<file path="config.mk">
export PLATFORM = sky130hd
export DESIGN_NAME = ts_serial_deser
export DESIGN_NICKNAME = d
export VERILOG_FILES = /design/src/rtl/ts_pkg.sv /design/src/rtl/ts_sync2.sv /design/src/rtl/ts_serial_deser.sv
export SDC_FILE = /design/constraint.sdc
export NUM_CORES = 1
export LEC_CHECK = 0
export ABC_AREA = 1
export CORE_MARGIN = 2
export CORE_UTILIZATION = 35
export DETAILED_ROUTE_END_ITERATION = 8
export GPL_TIMING_DRIVEN = 1
export PLACE_DENSITY = 0.62
export SLEW_MARGIN = 20
export SYNTH_ARGS = -nofsm -noshare
export SYNTH_HDL_FRONTEND = slang
export SYNTH_SLANG_ARGS = --single-unit
</file>
<file path="constraint.sdc">
create_clock -name clk -period 3.4 [get_ports clk]
set_input_delay 1.02 -clock clk [delete_from_list [all_inputs] [get_ports clk]]
set_output_delay 1.02 -clock clk [all_outputs]
set_load 0.01 [all_outputs]
</file>
<file path="src/rtl/ts_pkg.sv">
// Shared constants and types for the serial MPEG-TS deserialiser.
package ts_pkg;

    localparam logic [7:0] TS_SYNC_BYTE = 8'h47;
    localparam int         TS_PKT_LEN   = 188;

    localparam logic [1:0] INSEL_DVB  = 2'b00;
    localparam logic [1:0] INSEL_DTMB = 2'b01;
    localparam logic [1:0] INSEL_ATSC = 2'b10;
    localparam logic [1:0] INSEL_NONE = 2'b11;

    typedef enum logic {
        HUNT  = 1'b0,
        SHIFT = 1'b1
    } state_t;

    // Error counters stick at full scale rather than wrapping back to a clean-looking zero.
    function automatic logic [15:0] sat_inc(input logic [15:0] v);
        return (v == 16'hFFFF) ? v : v + 16'd1;
    endfunction

endpackage

</file>
<file path="src/rtl/ts_sync2.sv">
// Two-flop synchroniser for one asynchronous serial input.
module ts_sync2 (
    input  logic clk,
    input  logic reset,
    input  logic d,
    output logic q
);

    logic s1_q;
    logic s2_q;

    always_ff @(posedge clk or posedge reset) begin
        if (reset) begin
            s1_q <= 1'b0;
            s2_q <= 1'b0;
        end else begin
            s1_q <= d;
            s2_q <= s1_q;
        end
    end

    assign q = s2_q;

endmodule

</file>
<file path="src/rtl/ts_serial_deser.sv">
// Serial MPEG-TS to byte stream: source select, synchronisation, MSB-first
// deserialisation and packet framing checks (sync byte and packet length).
module ts_serial_deser
    import ts_pkg::*;
#(
    parameter int         PKT_LEN   = TS_PKT_LEN,
    parameter logic [7:0] SYNC_BYTE = TS_SYNC_BYTE
) (
    input  logic        clk,
    input  logic        reset,
    input  logic [1:0]  insel,
    input  logic        dvb_clock,
    input  logic        dvb_start,
    input  logic        dvb_valid,
    input  logic        dvb_data,
    input  logic        atsc_clock,
    input  logic        atsc_start,
    input  logic        atsc_valid,
    input  logic        atsc_data,
    output logic        dval,
    output logic        strt,
    output logic [7:0]  data,
    output logic [15:0] pkt_cnt,
    output logic [15:0] sync_err,
    output logic [15:0] len_err
);

    localparam logic [7:0] IDX_END  = 8'(PKT_LEN);
    localparam logic [7:0] IDX_LAST = 8'(PKT_LEN - 1);

    logic [7:0] raw;
    logic [7:0] syn;

    assign raw = {atsc_data, atsc_valid, atsc_start, atsc_clock,
                  dvb_data,  dvb_valid,  dvb_start,  dvb_clock};

    for (genvar i = 0; i < 8; i++) begin : g_sync
        ts_sync2 u_sync (
            .clk   (clk),
            .reset (reset),
            .d     (raw[i]),
            .q     (syn[i])
        );
    end

    logic [1:0]  insel_q;
    logic [1:0]  insel_prev_q;
    logic        sclk_q;
    state_t      state_q;
    logic [7:0]  shift_q;
    logic [3:0]  bit_cnt_q;
    logic [7:0]  byte_idx_q;
    logic        dval_q;
    logic        strt_q;
    logic [7:0]  data_q;
    logic [15:0] pkt_cnt_q;
    logic [15:0] sync_err_q;
    logic [15:0] len_err_q;

    logic [3:0] src;
    always_comb begin
        src = 4'b0000;
        case (insel_q)
            INSEL_DVB, INSEL_DTMB: src = syn[3:0];
            INSEL_ATSC:            src = syn[7:4];
            INSEL_NONE:            src = 4'b0000;
        endcase
    end

    // src = {data, valid, start, clock}; the edge is masked for the one cycle
    // the source changes, while sclk_q reloads from the new source.
    logic       insel_chg;
    logic       tick;
    logic       accept;
    logic [7:0] byte_d;

    assign insel_chg = (insel_q != insel_prev_q);
    assign tick      = src[0] & ~sclk_q & ~insel_chg;
    assign accept    = tick & src[2];
    assign byte_d    = {shift_q[6:0], src[3]};

    always_ff @(posedge clk or posedge reset) begin
        if (reset) begin
            insel_q      <= INSEL_DVB;
            insel_prev_q <= INSEL_DVB;
            sclk_q       <= 1'b0;
            state_q      <= HUNT;
            shift_q      <= 8'h00;
            bit_cnt_q    <= 4'd0;
            byte_idx_q   <= 8'd0;
            dval_q       <= 1'b0;
            strt_q       <= 1'b0;
            data_q       <= 8'h00;
            pkt_cnt_q    <= 16'h0000;
            sync_err_q   <= 16'h0000;
            len_err_q    <= 16'h0000;
        end else begin
            insel_q      <= insel;
            insel_prev_q <= insel_q;
            sclk_q       <= src[0];
            dval_q       <= 1'b0;
            strt_q       <= 1'b0;
            if (insel_chg) begin
                state_q    <= HUNT;
                bit_cnt_q  <= 4'd0;
                byte_idx_q <= 8'd0;
            end else if (accept) begin
                if (src[1]) begin
                    if (state_q == SHIFT && (byte_idx_q != IDX_END || bit_cnt_q != 4'd0))
                        len_err_q <= sat_inc(len_err_q);
                    state_q    <= SHIFT;
                    bit_cnt_q  <= 4'd1;
                    shift_q    <= {7'b0, src[3]};
                    byte_idx_q <= 8'd0;
                end else if (state_q == SHIFT) begin
                    if (byte_idx_q == IDX_END && bit_cnt_q == 4'd0) begin
                        len_err_q <= sat_inc(len_err_q);
                        state_q   <= HUNT;
                    end else begin
                        shift_q <= byte_d;
                        if (bit_cnt_q == 4'd7) begin
                            bit_cnt_q <= 4'd0;
                            if (byte_idx_q == 8'd0 && byte_d != SYNC_BYTE) begin
                                sync_err_q <= sat_inc(sync_err_q);
                                state_q    <= HUNT;
                            end else begin
                                dval_q     <= 1'b1;
                                strt_q     <= (byte_idx_q == 8'd0);
                                data_q     <= byte_d;
                                byte_idx_q <= byte_idx_q + 8'd1;
                                if (byte_idx_q == IDX_LAST)
                                    pkt_cnt_q <= pkt_cnt_q + 16'd1;
                            end
                        end else begin
                            bit_cnt_q <= bit_cnt_q + 4'd1;
                        end
                    end
                end
            end
        end
    end

    assign dval     = dval_q;
    assign strt     = strt_q;
    assign data     = data_q;
    assign pkt_cnt  = pkt_cnt_q;
    assign sync_err = sync_err_q;
    assign len_err  = len_err_q;

endmodule
</file>
==> results.md <==
- # rows: 45
- Post-CTS Setup Bufs: 0
- DP Worst Slack: 1080 ps
- Antenna cells: 0
- Pleak: 3.08 nW
- Util after Layout: 43.1%
- Io pins: 70
- CTS Buf Count: 9
- Crit path max fanout: 5
- Die area: 0.0163 mm²
- Final Hold Vio Count: 0
- Detailed placement HPWL: 8130 µm
- Family with the most delay on the worst path: buffers and inverters
- Yosys reg bits: 99
- Most common cell after layout, fill and taps aside: nand2_1
- Die X: 128 µm
- Post-DRT Antenna Nets: 0
- Status: complete, no violations
- Max Fclk: 0.413 GHz
- Initial antenna violation count: 0
- WL/cell: 12.0 µm
- DP Cell Count: 920
- Cell-by-cell trace of the critical path: clkdlybuf4s50_1
- Initial drt markers: 303
- Skew-Pair Late Insertion Delay: 350 ps
- Reg clk slew, reported paths: 70 ps
- Syn. warnings: 0
- GP Congestion: 0.839
- Fillers: 1,517
- Post-synthesis cell type count: 31
- TritonRoute pass-1 iters: 4
- Syn_area_per_cell: approximately 8.0 µm²
- Clock root cell: clkbuf_16
- PwrDens: 351 mW/mm²
- TNS Setup: 0 ps
- Area of the core: 0.0151 mm²
- Post-Route WL: 11,200 µm
- Slew Viols, Final: 0
- DIE HEIGHT: between 100 and 150 µm
- Share of layout cells above drive strength 1: 8.96%
- GR Overflow Total: 0
- Vias: 4,421
- Synth Net Count: 693
- First-pass GRT wire length: 19,500 µm
- Placed instance area: between 0.006 and 0.007 mm²
- Max-Cap Viols: 0
- IO Port Bufs: 69
- Buf/Inv on CP: 1
- Setup violation total in the final timing report: 0
- WP data required: 2380 ps
- Post-CTS Resized: 0
- Mapped Area: around 0.0054 mm²
- Design area: 0.00650 mm²
- Commonest cells after routing, fill and taps aside: nand2_1, dfrtp_1, nand3_1, clkdlybuf4s50_1, nor2_1
- Worst Max-Slew Pin Slew: 889 ps
- Synthesis-to-finish area growth: 21.2%
- WS Path Type: flop to output port
- CTS Buffer Depth: 2
- Slowest-stage cell, CP: clkdlybuf4s50_1
- CTS tree: yes
- H-tree levels: 3
- CP Capture Type: output port
- Final worst-path cycle share: 71.3%
- Crit start category: flop
- Largest net degree at the start of global routing: 35
- Final worst setup slack: 977 ps
- Dominant register cell in the synthesized netlist: dfrtp_1
- Worst Hold Class: flop to flop
- Hold Slack: 349 ps
- Via count of the first global-routing pass: 4,098
- Initial Util: 35.5%
- Sequential area share after synthesis: 46.2%
- CTS Hold Bufs: 0
- Maximum vdd drop: 0.000218 V
- Post-synth EDFFs: 0
- Slew headroom: 40.6%
- Pwr Total: 2.28 mW
- CTS sink count: 99
- RSZ-0062 raised after global routing: no
- Synth Instances: 674
- Via-to-Cell Ratio: 4.72
- Nets@finish: 762
- Async SR Flop Fraction: 100%
- Gr usage total: around 15%
- Detailed-route DRC error count: 0
- Multi-input gate area: 0.00257 mm²
- Final Non-Filler Cells: 936
- FF+latch area: about 0.0025 mm²
- Period minus WS final: 2420 ps
- Clk_skew: 8.56 ps
- Largest stage delay, worst path: 580 ps
- Crit path DAT: 1400 ps
[sequential cells by signal, indices dropped and copies added (netlist names)]
register / cells
pkt_cnt: 16
strt: 1
len_err: 16
dval: 1
byte_idx_q: 8
insel_prev_q: 2
g_sync.u_sync.q: 8
sync_err: 16
insel_q: 2
bit_cnt_q: 4
shift_q: 7
state_q: 1
data: 8
sclk_q: 1
g_sync.u_sync.s1_q: 8
[final cells by class]
cell class	count	share of cell area [%]
inverter	55	3.27
clock buffer	11	3.89
timing repair buffer	72	11.0
multi-input combinational	506	39.6
clock inverter	5	0.539
tap	188	3.62
sequential	99	38.1
[logic make-up (layout without fill, tap and decap cells)]
logic type / Yosys count / count (layout) / share of synthesized area [%]
flops: 99 / 99 / 46.2
xor+xnor: 45 / 45 / 7.35
buf+inv: 69 / 143 / 5.81
fa+ha+maj: 7 / 7 / 1.63
simple gates: 426 / 426 / 36.0
compound gates: 28 / 28 / 2.97
[worst paths after layout]
check / from / to / slack [ps] / cells after the start
setup / recovery: sync_err[7] / sync_err[7] / 980 / 1
hold / removal: g_sync[4].u_sync.s1_q / g_sync[4].u_sync.q / 350 / 0
setup reg to reg: insel_q[1] / byte_idx_q[6] / 1050 / 8
hold reg to reg: g_sync[4].u_sync.s1_q / g_sync[4].u_sync.q / 350 / 0
max in group asynchronous: reset / pkt_cnt[3] / 1790 / 3
min in group asynchronous: reset / dval / 940 / 2
[Yosys cell counts (3+ instances only)]
master,n,area [µm²]
ha_1,7,87.6
o21ai_0,13,65.1
nor2_4,5,56.3
nor2_2,5,31.3
xnor2_1,19,166
nand3_1,78,390
nand2_2,17,106
nand4_1,7,43.8
o21ai_1,10,50.1
inv_2,5,18.8
nor2_1,52,195
nand3_2,7,70.1
nor3_1,16,80.1
xor2_1,26,228
buf_4,3,22.5
dfrtp_1,99,2480
inv_1,49,184
buf_6,4,45.0
buf_2,7,35.0
nand2_1,231,867
[layer usage]
layer	vias up	wire length [µm]	track usage (%)
met5	-	0	0
met4	0	171	6.01
met3	12	497	3.13
met2	86	5090	22.7
met1	2048	5480	20.0
li1	2275	-	-
[power by group]
group	total [mW]	switching, mW	internal (mW)	leakage [nW]
combinational	0.0917	0.0638	0.0279	1.61
sequential	1.20	0.00929	1.19	1.33
clock	0.989	0.451	0.538	0.142
total	2.28	0.524	1.76	3.08
No activity file was read; power rests on OpenSTA's default activity.
